<file path="src/rtl/serial_bit_tx.sv">
`timescale 1ns / 1ps
// serial_bit_tx: parallel-to-serial transmitter for the 1-bit link.
// Sends a framed word LSB-first: start bit (0), WIDTH data bits, stop bit (1).
// Each serial bit is held for CLKS_PER_BIT clocks.
//
// Ports:
//   clock    rising-edge clock for all state
//   reset    asynchronous active-low reset
//   start    transmit request, accepted only while idle
//   data_in  word to send, captured on the accepting edge
//   tx_d     registered serial line, idles high
//   busy     high while a frame is in progress
//   done     one-cycle pulse on the edge the stop bit completes
module serial_bit_tx #(
   parameter int unsigned WIDTH        = 8,
   parameter int unsigned CLKS_PER_BIT = 4
) (
   input  logic             clock,
   input  logic             reset,
   input  logic             start,
   input  logic [WIDTH-1:0] data_in,
   output logic             tx_d,
   output logic             busy,
   output logic             done
);

   // Keep both counters at least one bit wide so the degenerate
   // WIDTH=1 / CLKS_PER_BIT=1 configurations still elaborate.
   localparam int unsigned DIV_W = (CLKS_PER_BIT > 1) ? $clog2(CLKS_PER_BIT) : 1;
   localparam int unsigned CNT_W = (WIDTH > 1) ? $clog2(WIDTH) : 1;

   localparam logic [DIV_W-1:0] DIV_LAST = DIV_W'(CLKS_PER_BIT - 1);
   localparam logic [CNT_W-1:0] BIT_LAST = CNT_W'(WIDTH - 1);

   typedef enum logic [1:0] {
      StIdle,
      StStart,
      StData,
      StStop
   } state_e;

   state_e           state_q;
   logic [DIV_W-1:0] div_q;
   logic [CNT_W-1:0] bit_q;
   logic [WIDTH-1:0] shift_q;

   logic             bit_end;
   logic [WIDTH-1:0] shift_next;

   // Last clock of the current serial bit.
   assign bit_end    = (div_q == DIV_LAST);
   assign shift_next = shift_q >> 1;

   always_ff @(posedge clock or negedge reset) begin
      if (!reset) begin
         state_q <= StIdle;
         div_q   <= '0;
         bit_q   <= '0;
         shift_q <= '0;
         tx_d    <= 1'b1;
         busy    <= 1'b0;
         done    <= 1'b0;
      end else begin
         done <= 1'b0;
         unique case (state_q)
            StIdle: begin
               div_q <= '0;
               if (start) begin
                  // Start bit goes out on the accepting edge itself.
                  shift_q <= data_in;
                  bit_q   <= '0;
                  state_q <= StStart;
                  busy    <= 1'b1;
                  tx_d    <= 1'b0;
               end else begin
                  tx_d <= 1'b1;
                  busy <= 1'b0;
               end
            end

            StStart: begin
               if (bit_end) begin
                  div_q   <= '0;
                  bit_q   <= '0;
                  tx_d    <= shift_q[0];
                  state_q <= StData;
               end else begin
                  div_q <= div_q + 1'b1;
               end
            end

            StData: begin
               if (bit_end) begin
                  div_q <= '0;
                  if (bit_q == BIT_LAST) begin
                     tx_d    <= 1'b1;
                     state_q <= StStop;
                  end else begin
                     // Present the next bit straight from the shifted value.
                     shift_q <= shift_next;
                     tx_d    <= shift_next[0];
                     bit_q   <= bit_q + 1'b1;
                  end
               end else begin
                  div_q <= div_q + 1'b1;
               end
            end

            StStop: begin
               if (bit_end) begin
                  div_q   <= '0;
                  busy    <= 1'b0;
                  done    <= 1'b1;
                  state_q <= StIdle;
               end else begin
                  div_q <= div_q + 1'b1;
               end
            end

            default: begin
               state_q <= StIdle;
               div_q   <= '0;
               tx_d    <= 1'b1;
               busy    <= 1'b0;
            end
         endcase
      end
   end

endmodule

</file>
<file path="config.mk">
export PLATFORM = sky130hd
export DESIGN_NAME = serial_bit_tx
export DESIGN_NICKNAME = d
export VERILOG_FILES = /design/src/rtl/serial_bit_tx.sv
export SDC_FILE = /design/constraint.sdc
export NUM_CORES = 1
export LEC_CHECK = 0
export ABC_AREA = 0
export CAP_MARGIN = 20
export CORE_UTILIZATION = 53
export DETAILED_ROUTE_END_ITERATION = 6
export PLACE_DENSITY = 0.77
export SLEW_MARGIN = 25
export SYNTH_ARGS = -nofsm -noshare
export SYNTH_HDL_FRONTEND = slang
export SYNTH_SLANG_ARGS = --single-unit
</file>
<file path="constraint.sdc">
create_clock -name clock -period 2.34 [get_ports clock]
set_input_delay 0.585 -clock clock [delete_from_list [all_inputs] [get_ports clock]]
set_output_delay 0.585 -clock clock [all_outputs]
set_load 0.005 [all_outputs]
</file>
## Word-level counts from Yosys, hierarchy flattened

Index checks and enable logic that the tools add are counted.

- Add/sub/neg operators: 2
- Equality and inequality tests: 11
- Multiplexer cells: 27
- Reductions and logical operators: 10

Operators by type and width:

| kind | count |
|---|---|
| 8-bit 2-to-1 mux | 3 |
| 8-bit one-hot mux with 2 select lines | 1 |
| 2-bit 2-to-1 mux | 6 |
| 3-bit 2-to-1 mux | 4 |
| 2-bit != test, second input constant | 6 |
| 5-bit AND reduction | 2 |
| 3-bit one-hot mux with 3 select lines | 1 |
| 1-bit 2-to-1 mux | 8 |
| 2-bit one-hot mux with 4 select lines | 1 |
| 2-bit == test, second input constant | 3 |
| 2-bit one-hot mux with 2 select lines | 1 |
| 4-bit AND reduction | 1 |
| 2-bit nonzero test | 2 |
| 3-bit by 1-bit adder with 3-bit output, second input constant | 1 |
| 3-bit == test, second input constant | 1 |
| 1-bit one-hot mux with 3 select lines | 1 |
| 3-bit AND reduction | 1 |
| 3-bit nonzero test | 1 |
| 3-bit OR reduction | 1 |
| 2-bit by 1-bit adder with 2-bit output, second input constant | 1 |
| 2-bit by 1-bit == test with 1-bit output, second input constant | 1 |
| 2-bit zero test | 1 |
| 1-bit one-hot mux with 2 select lines | 1 |
| 2-bit AND reduction | 1 |

- Bits in registers: 18
- Input port bits: 11
- Output and inout bits: 3
- Word-level logic and storage cells: 57

## Logic depth before layout (Yosys ltp)

Gate-level depths: netlist (run 1).

- Word-level depth: 4
- Depth in mapped cells: 7
- Mapped depth without buffers: 5

## Worst setup path before layout (run 1)

OpenSTA, ideal clock, no wires.

- Path kind: register to register
- Start: reg bit_q[0]
- End: reg shift_q[0]
- Library setup time: 125 ps
- Data arrival time: 1804 ps
- Required time: 2215 ps
- Path slack: 411 ps
- Cell stages (with the launch flop): 6
- Buffers on the path: 0
- Period minus slack after synthesis: 1929 ps
- Cell sequence: dfrtp_1 > ha_1 > ha_1 > nand2b_1 > a211oi_2 > mux2_2

- Longest elaborated chain between the ends: 3

Ends and longest elaborated chain:

| element | RTL line | RTL |
|---|---|---|
| start: declaration | 44 | `logic [CNT_W-1:0] bit_q;` |
| start signal: assignment | 102 | `bit_q <= bit_q + 1'b1;` |
| 3-bit == test | 95 | `if (bit_q == BIT_LAST) begin` |
| 2-bit != test (no line) | n/a |  |
| 4-bit AND reduction (no line) | n/a |  |
| end signal: assignment | 70 | `shift_q <= data_in;` |
| end signal: assignment | 100 | `shift_q <= shift_next;` |
| end: declaration | 45 | `logic [WIDTH-1:0] shift_q;` |

Every way passes these cells.
A chain may end at the register's enable or synchronous reset.

## Final worst setup path (run 1)

- Start: reg state_q[1]
- End: reg state_q[1]

- Longest elaborated chain between the ends: 3
- Elaborated cells on any way between the ends: 11
- Those cells by class: eq/ne (8); mux (1); reduce/logical (2)

Ends and longest elaborated chain:

| element | RTL line | RTL |
|---|---|---|
| start: declaration | 42 | `state_e state_q;` |
| start signal: assignment | 56 | `state_q <= StIdle;` |
| start signal: assignment | 72 | `state_q <= StStart;` |
| start signal: assignment | 86 | `state_q <= StData;` |
| 2-bit == test (tied with other cells) | 65 | `unique case (state_q)` |
| 2-bit != test (no line) | n/a |  |
| 5-bit AND reduction (no line) | n/a |  |

Parallel ways exist; a longest one is shown, timed or not.

==> impl_metrics.py, run 1 <==
metrics = {
    "run_status": {
        "status": "finished clean",
    },
    "route": {
        "route.detailed.wl_per_inst_microns": 14.1,
        "vias": 673,
        "final_antenna_net_count": 0,
        "drt_iter0_drc": 10,
        "drt-pass1-iter-count": 5,
        "viasPerCell": 5.26,
        "drc": 0,
        "drt_wl_total_mm": 1.80,
    },
    "worst_setup_path": {
        "critPathCapture": "state_q[1]$_DFFE_PN0P_",
        "crit_chain": "inv_1 > ha_1 > or3_1 > a221o_1 > mux2_4",
        "rr_startpoint": "state_q[1]$_DFFE_PN0P_",
        "crit_path_max_fanout": 6,
        "crit_type": "reg2reg",
        "slowest_delay_ns": 0.47,
        "crit_arrival_ns": 2.18,
        "crit_required_ns": 2.53,
        "path_buf_inv": 1,
        "reg2reg_setup_slack_ns": 0.35,
        "crit_cells": 5,
        "crit_start": "state_q[1]$_DFFE_PN0P_",
        "endpoint_kind": "flop",
        "cpMaxStageDelayCell": "dfrtp_1",
        "start_kind": "flop",
        "reg2reg_depth": 5,
        "critPathTopFamily": "flip-flops",
        "reg2reg_to": "state_q[1]$_DFFE_PN0P_",
    },
    "sta": {
        "final_max_slew_viol_count": 0,
        "max_slew.worst_pin.slew_ns": 0.454,
        "finalSetupTns_ns": 0,
        "fin_crit_sh": 0.849,
        "setup_viol_count_final": 0,
        "hold_violations": 0,
        "rsz0062_at_grt": "no",
        "hold_slack_ns": 0.444,
        "finalClockSkew_ns": 0.00374,
        "max_slew_margin": 0.697,
        "min_period_ns": 1.99,
        "fmax_mhz": 504,
    },
    "synthesis": {
        "synthCells": 84,
        "ys_seq_elements": 18,
        "syn_area_sq_um": 1030,
        "yosysWarnings": 0,
        "syn_avg_cell_area_sq_um": 12.3,
        "syn_nets": 105,
        "synthDistinctLibCells": 27,
        "ys_seq_area_frac": 0.438,
    },
    "min_path": {
        "hold_path_class": "reg2reg",
    },
    "clock_network": {
        "path_clk_slew_ns": 0.11,
        "root_buffer": "clkbuf_4",
        "clk_path_buf_depth": 2,
        "ctsHoldBuffers": 0,
        "clkSinkCount": 18,
        "cts_max_level": 1,
        "clock_latency_ns": 0.30,
        "postCtsSetupBuffers": 0,
        "numCtsBuffers": 3,
        "cts_tree": "done",
        "cts_resized": 0,
    },
    "global_routing": {
        "grt_first_pass_wirelength_mm": 3.08,
        "grt_pass1_vias": 686,
        "grt_overflow": 0,
        "antenna_found_initial": 0,
        "groute.usage.overall": 0.207,
        "grt_max_degree": 17,
    },
    "finish": {
        "final_common_cell": "dfrtp_1",
        "fin_util": 0.698,
        "drive_gt1_frac": 0.272,
        "num-fill-cells": 140,
        "area_growth_pct": 20.6,
        "n_antenna_cell": 0,
        "fin_nets": 125,
        "layout_common_cells": "dfrtp_1, mux2_2, clkdlybuf4s50_1",
    },
    "placement": {
        "dp_hpwl_mm": 1.36,
        "gp_congestion": 0.759,
        "io_buffers": 13,
    },
    "pwr": {
        "p_leak_uw": 0.000554,
        "vdd_drop_max_mv": 0.892,
        "p_per_area_nw_per_um2": 1390,
    },
    "floorplanning": {
        "die_w_microns": 46.1,
        "dieArea_sq_um": 2130,
        "io-pin-count": 14,
        "num_rows": 15,
        "coreArea_sq_um": 1780,
        "initial_core_util": 0.579,
        "die_y_microns": 46.1,
    },
    "flow_run": {
        "drv_cap": 0,
    },
}
## through the flow
step	setup slack (ns)	power, uW	instances	area (sq um)
after floorplan	0.411	1280	84	1030
after global placement	0.267	1490	124	1210
after detailed placement	0.206	1530	124	1210
after CTS	0.364	1730	128	1240
after global routing	0.283	1850	128	1240
final	0.354	1730	128	1240
## report_power, final
group	switching, uW	internal (uW)	total [uW]
Sequential	88.9	470	559
Clock	100	94.9	195
Combinational	429	542	971
## cells by family (layout without fill, tap and decap cells)
logic type | count (synthesis) | after routing | share of synthesized area
compound gates | 11 | 11 | 0.0982
fa+ha+maj | 10 | 10 | 0.121
buf+inv | 9 | 28 | 0.0400
mux | 20 | 20 | 0.218
simple gates | 16 | 16 | 0.0849
flops | 18 | 18 | 0.438
## sequential cells by signal (all words and copies together), names as in the netlist
signal / flops
shift_q: 8
bit_q: 3
div_q: 2
state_q: 2
busy: 1
done: 1
tx_d: 1
## cell usage after synthesis
| master | instances | area, sq um |
|---|---|---|
| ha_1 | 10 | 125 |
| o21ai_0 | 2 | 10.0 |
| dfrtp_1 | 17 | 425 |
| and2b_1 | 1 | 7.51 |
| clkbuf_1 | 1 | 3.75 |
| and2_1 | 1 | 6.26 |
| nand4b_1 | 1 | 8.76 |
| mux2_2 | 16 | 180 |
| a21oi_1 | 1 | 5.00 |
| a32oi_1 | 1 | 8.76 |
| nor3_1 | 1 | 5.00 |
| nor2b_1 | 4 | 25.0 |
| dfstp_2 | 1 | 26.3 |
| o21bai_1 | 2 | 15.0 |
| mux2i_1 | 3 | 30.0 |
| mux2_4 | 1 | 15.0 |
| nand2_1 | 4 | 15.0 |
| o22ai_1 | 1 | 6.26 |
| or3_1 | 1 | 6.26 |
| buf_6 | 1 | 11.3 |
| nor2_1 | 2 | 7.51 |
| a31oi_1 | 1 | 6.26 |
| a211oi_2 | 1 | 12.5 |
| a221o_1 | 1 | 10.0 |
| a2111oi_4 | 1 | 27.5 |
| nand2b_1 | 1 | 6.26 |
| inv_1 | 7 | 26.3 |
## how the worst min path moves through the flow
stage                       start              endpoint  slack, ns  cells past startpoint
2_1_floorplan               reset  bit_q[0]$_DFFE_PN0P_       0.29                      0
3_3_place_gp   div_q[0]$_DFF_PN0_    div_q[0]$_DFF_PN0_       0.42                      1
3_5_place_dp   div_q[0]$_DFF_PN0_    div_q[0]$_DFF_PN0_       0.43                      1
4_1_cts        div_q[0]$_DFF_PN0_    div_q[0]$_DFF_PN0_       0.45                      1
5_1_grt        div_q[0]$_DFF_PN0_    div_q[0]$_DFF_PN0_       0.47                      1
6_report       div_q[0]$_DFF_PN0_    div_q[0]$_DFF_PN0_       0.44                      1
## per-layer routing
layer / vias up / wire [microns] / GRT usage
li1: 331 / - / -
met1: 323 / 837 / 0.288
met2: 15 / 889 / 0.324
met3: 4 / 44 / 0.0392
met4: 0 / 30 / 0.0706
met5: - / 0 / 0
## layout make-up
cell class              count  area, sq um  share of cell area
well taps                  25         31.3              0.0251
repair buffers             17          160               0.129
flip-flops and latches     18          452               0.363
multi-input cells          57          539               0.433
clock buffers               4         36.3              0.0291
inverters                   7         26.3              0.0211
(Power assumes the default switching activity.)
==> inputs of run 2 (changes only) <==
==> constraint.sdc (replaced) <==
create_clock -name clock -period 2.08 [get_ports clock]
set_input_delay 0.52 -clock clock [delete_from_list [all_inputs] [get_ports clock]]
set_output_delay 0.52 -clock clock [all_outputs]
set_load 0.005 [all_outputs]
==> impl_metrics.py, run 2 (synthesis results as in run 1) <==
metrics = {
    "sta": {
        "min_period_ns": 1.94,
        "hold_violations": 0,
        "max_slew_margin": 0.706,
        "final_max_slew_viol_count": 0,
        "max_slew.worst_pin.slew_ns": 0.441,
        "fmax_mhz": 515,
        "fin_crit_sh": 0.933,
        "setup_viol_count_final": 0,
        "rsz0062_at_grt": "no",
        "hold_slack_ns": 0.438,
        "finalClockSkew_ns": 0.00456,
        "finalSetupTns_ns": 0,
    },
    "pwr": {
        "p_per_area_nw_per_um2": 1560,
        "p_sw_uw": 699,
        "pwr-share-seq": 0.319,
        "vdd_drop_max_mv": 0.908,
        "clock_power_share": 0.114,
        "swShare": 0.354,
        "p_leak_uw": 0.000568,
        "pwr-share-comb": 0.566,
        "p_int_uw": 1280,
    },
    "worst_setup_path": {
        "rr_startpoint": "bit_q[0]$_DFFE_PN0P_",
        "slowest_delay_ns": 0.41,
        "crit_required_ns": 2.28,
        "crit_start": "bit_q[0]$_DFFE_PN0P_",
        "cpMaxStageDelayCell": "dfrtp_1",
        "path_buf_inv": 1,
        "critPathTopFamily": "adder cells",
        "crit_chain": "ha_1 > ha_1 > nand2b_1 > a211oi_2 > buf_4 > mux2_2",
        "endpoint_kind": "flop",
        "cpMostUsedCell": "ha_1",
        "reg2reg_to": "shift_q[2]$_DFFE_PN0P_",
        "start_kind": "flop",
        "reg2reg_setup_slack_ns": 0.14,
        "crit_cells": 6,
        "reg2reg_depth": 6,
        "crit_path_max_fanout": 4,
        "crit_type": "reg2reg",
        "crit_arrival_ns": 2.14,
        "critPathCapture": "shift_q[2]$_DFFE_PN0P_",
    },
    "route": {
        "drt_wl_total_mm": 1.79,
        "route.detailed.wl_per_inst_microns": 13.7,
        "drt-pass1-iter-count": 3,
        "vias": 676,
        "drt_iter0_drc": 5,
        "final_antenna_net_count": 0,
        "drc": 0,
        "viasPerCell": 5.16,
    },
    "finish": {
        "reg.largest.list": "shift_q x8, bit_q x3",
        "fin_nets": 128,
        "regMostFlops": "shift_q",
        "drive_gt1_frac": 0.302,
        "n_antenna_cell": 0,
        "largest_register_ff_count": 8,
        "layout_common_cells": "dfrtp_1, mux2_2, clkdlybuf4s50_1",
        "final_common_cell": "dfrtp_1",
        "fin_util": 0.711,
        "area_growth_pct": 22.8,
    },
    "flow_run": {
        "drv_cap": 0,
    },
    "min_path": {
        "hold_path_class": "reg2reg",
        "hold_start": "div_q[0]$_DFF_PN0_",
    },
    "clock_network": {
        "cts_tree": "done",
        "clkSinkCount": 18,
        "numCtsBuffers": 3,
        "clock_latency_ns": 0.30,
        "root_buffer": "clkbuf_4",
        "clk_path_buf_depth": 2,
        "cts_max_level": 1,
        "path_clk_slew_ns": 0.11,
        "ctsHoldBuffers": 0,
    },
    "global_routing": {
        "grt_pass1_vias": 737,
        "groute.usage.overall": 0.216,
        "grt_first_pass_wirelength_mm": 3.12,
        "grt_max_degree": 17,
        "antenna_found_initial": 0,
        "grt_overflow": 0,
    },
    "run_status": {
        "status": "finished clean",
    },
    "floorplanning": {
        "coreArea_sq_um": 1780,
        "die_w_microns": 46.1,
        "num_rows": 15,
        "initial_core_util": 0.579,
        "die_y_microns": 46.1,
        "dieArea_sq_um": 2130,
        "io-pin-count": 14,
    },
    "placement": {
        "io_buffers": 13,
        "gp_congestion": 0.778,
        "dp_hpwl_mm": 1.30,
    },
}
==> run 2: layout make-up <==
class	instances	area [sq um]
clock buffer	4	36.3
fill	135	515
inverter	7	26.3
multi-input combinational	57	539
sequential	18	452
tap	25	31.3
timing repair buffer	20	183
==> run 2: repair_timing <==
action / in CTS / in global routing
resized for setup: 0 / 1
endpoints found under the setup margin: 0 / 1
setup buffers: 0 / 0
==> run 2: worst register-to-register path, stage by stage, from the launching register on <==
cell and delay (ns):
dfrtp_1 0.41, ha_1 0.20, ha_1 0.21, nand2b_1 0.22, a211oi_2 0.28, buf_4 0.18, mux2_2 0.33
==> run 2: power by group through the flow <==
stage | clock network, uW | logic [uW] | registers (uW)
floorplan | 0 | 826 | 613
global placement | 0 | 1080 | 629
detailed placement | 0 | 1100 | 636
CTS | 229 | 1130 | 628
global route | 238 | 1240 | 649
finish | 226 | 1120 | 630
==> run 2: routing by layer <==
metal	wire [microns]	vias up	global-route usage
li1	-	340	-
met4	69	0	0.182
met3	39	9	0.0392
met1	797	313	0.264
met5	0	-	0
met2	884	14	0.327
==> run 2: how the worst min path moves through the flow <==
stage	endpoint	slack [ns]	cells after the start
finish	div_q[0]$_DFF_PN0_	0.44	1
global placement	div_q[0]$_DFF_PN0_	0.42	1
global route	div_q[0]$_DFF_PN0_	0.47	1
detailed placement	div_q[0]$_DFF_PN0_	0.43	1
CTS	div_q[0]$_DFF_PN0_	0.45	1
floorplan	bit_q[0]$_DFFE_PN0P_	0.22	0
==> run 2: through the flow <==
stage          cell area, sq um  power, uW  cells  setup slack (ns)
5_1_grt                    1270       2130    131            0.0460
6_report                   1270       1970    131             0.138
2_1_floorplan              1030       1440     84             0.151
3_5_place_dp               1230       1740    127            0.0771
3_3_place_gp               1230       1710    127             0.108
4_1_cts                    1270       1990    131             0.108
==> inputs of run 3 (changes only) <==
--- a/config.mk
+++ b/config.mk
@@ -7,10 +7,12 @@
 export LEC_CHECK = 0
 export ABC_AREA = 0
 export CAP_MARGIN = 20
-export CORE_UTILIZATION = 53
+export CORE_ASPECT_RATIO = 1.75
+export CORE_UTILIZATION = 30
 export DETAILED_ROUTE_END_ITERATION = 6
-export PLACE_DENSITY = 0.77
+export REMOVE_ABC_BUFFERS = 1
 export SLEW_MARGIN = 25
 export SYNTH_ARGS = -nofsm -noshare
 export SYNTH_HDL_FRONTEND = slang
 export SYNTH_SLANG_ARGS = --single-unit
+export TNS_END_PERCENT = 30
==> impl_metrics.py, run 3 (synthesis results as in run 1) <==
metrics = {
    "finish": {
        "fin_nets": 130,
        "drive_gt1_frac": 0.324,
        "area_growth_pct": 29.2,
        "layout_common_cells": "mux2_2, dfrtp_1, clkdlybuf4s50_1",
        "regArea_sq_um": 453,
        "multi_input_area_sq_um": 558,
        "reg.largest.list": "shift_q x8, bit_q x3",
        "regMostFlops": "shift_q",
        "n_antenna_cell": 0,
        "largest_register_ff_count": 8,
        "postLayoutCellArea_sq_um": 1330,
        "num-fill-cells": 304,
    },
    "placement": {
        "dp_hpwl_mm": 1.54,
        "postPlaceCellArea_sq_um": 1260,
        "gp_congestion": 0.808,
        "io_buffers": 13,
        "place_ws_ns": -0.153,
    },
    "run_status": {
        "status": "finished clean",
    },
    "route": {
        "vias": 691,
        "drt-pass1-iter-count": 3,
        "drt_wl_total_mm": 1.93,
        "drt_iter0_drc": 8,
        "final_antenna_net_count": 0,
        "route.detailed.wl_per_inst_microns": 12.8,
        "viasPerCell": 4.58,
        "drc": 0,
    },
    "floorplanning": {
        "dieArea_sq_um": 3690,
        "die_y_microns": 79.6,
        "io-pin-count": 14,
        "initial_core_util": 0.322,
        "num_rows": 27,
        "coreArea_sq_um": 3210,
        "die_w_microns": 46.3,
    },
    "clock_network": {
        "clock_latency_ns": 0.25,
        "path_clk_slew_ns": 0.06,
        "cts_max_level": 1,
        "clk_path_buf_depth": 2,
        "root_buffer": "clkbuf_8",
        "numCtsBuffers": 3,
        "clkSinkCount": 18,
        "ctsHoldBuffers": 0,
        "cts_tree": "done",
    },
    "sta": {
        "hold_slack_ns": 0.433,
        "fin_ws_ns": 0.114,
        "hold_violations": 0,
        "fmax_mhz": 509,
        "max_slew_margin": 0.697,
        "final_max_slew_viol_count": 0,
        "min_period_ns": 1.97,
        "setup_viol_count_final": 0,
        "max_slew.worst_pin.slew_ns": 0.453,
        "finalClockSkew_ns": 0.00144,
        "fin_crit_sh": 0.945,
        "rsz0062_at_grt": "no",
    },
    "pwr": {
        "p_per_area_nw_per_um2": 1520,
        "vdd_drop_max_mv": 0.448,
        "p_leak_uw": 0.000580,
    },
    "global_routing": {
        "grt_max_degree": 19,
        "grt_overflow": 0,
        "groute.usage.overall": 0.130,
        "grt_first_pass_wirelength_mm": 3.44,
        "antenna_found_initial": 0,
        "grt_pass1_vias": 794,
    },
    "worst_setup_path": {
        "start_kind": "flop",
        "endpoint_kind": "flop",
        "crit_arrival_ns": 2.10,
        "crit_required_ns": 2.21,
        "crit_type": "reg2reg",
        "crit_path_max_fanout": 3,
        "reg2reg_depth": 6,
    },
    "min_path": {
        "hold_path_class": "reg2reg",
        "hold_depth": 1,
    },
    "flow_run": {
        "drv_cap": 0,
    },
}
[run 3: critical path: stages, from the launching register on]
cell and delay, ns:
dfrtp_1 0.39, ha_1 0.20, ha_1 0.21, nand2b_4 0.17, buf_4 0.15, a2111oi_4 0.36
mux2_2 0.38
[run 3: power by group]
| part | total (uW) | leakage (uW) | switching (uW) | internal (uW) |
|---|---|---|---|---|
| Combinational | 1160 | 0.000337 | 498 | 658 |
| Sequential | 628 | 0.000220 | 94.9 | 533 |
| Clock | 246 | 0.0000228 | 110 | 136 |
[run 3: area by class of cell]
cell class              count  area share
clock buffers               4      0.0338
inverters                   7      0.0197
multi-input cells          57       0.418
flip-flops and latches     18       0.340
well taps                  43      0.0403
repair buffers             22       0.148
[run 3: timing repair]
| action | CTS | global route |
|---|---|---|
| buffers inserted | 0 | 1 |
| cloned | 0 | 0 |
| setup endpoints to repair | 7 | 10 |
| gates resized for setup | 1 | 4 |
[run 3: final timing paths]
path / endpoint / startpoint / slack (ns)
max: bit_q[0]$_DFFE_PN0P_ / bit_q[0]$_DFFE_PN0P_ / 0.11
min: div_q[0]$_DFF_PN0_ / div_q[0]$_DFF_PN0_ / 0.43
max reg2reg: bit_q[0]$_DFFE_PN0P_ / bit_q[0]$_DFFE_PN0P_ / 0.11
min reg2reg: div_q[0]$_DFF_PN0_ / div_q[0]$_DFF_PN0_ / 0.43
max in group asynchronous: tx_d$_DFFE_PN1P_ / reset / 1.23
min in group asynchronous: busy$_DFFE_PN0P_ / reset / 0.59
[run 3: stage by stage]
| stage | total power (uW) | TNS (ns) | std cells | util |
|---|---|---|---|---|
| after floorplan | 1420 | 0 | 82 | - |
| after global placement | 1720 | -0.506 | 146 | 0.393 |
| after detailed placement | 1760 | -1.06 | 146 | 0.393 |
| after CTS | 2030 | 0 | 150 | 0.409 |
| after global routing | 2220 | 0 | 151 | 0.416 |
| final | 2030 | 0 | 151 | 0.416 |
[run 3: per-layer routing]
| layer | up-vias | routed length (microns) | global-route usage | share of wire |
|---|---|---|---|---|
| met4 | 0 | 36 | 0.0676 | 0.019 |
| met1 | 339 | 760 | 0.146 | 0.39 |
| met5 | - | 0 | 0 | 0 |
| li1 | 339 | - | - | - |
| met2 | 9 | 1090 | 0.215 | 0.56 |
| met3 | 4 | 43 | 0.0294 | 0.022 |
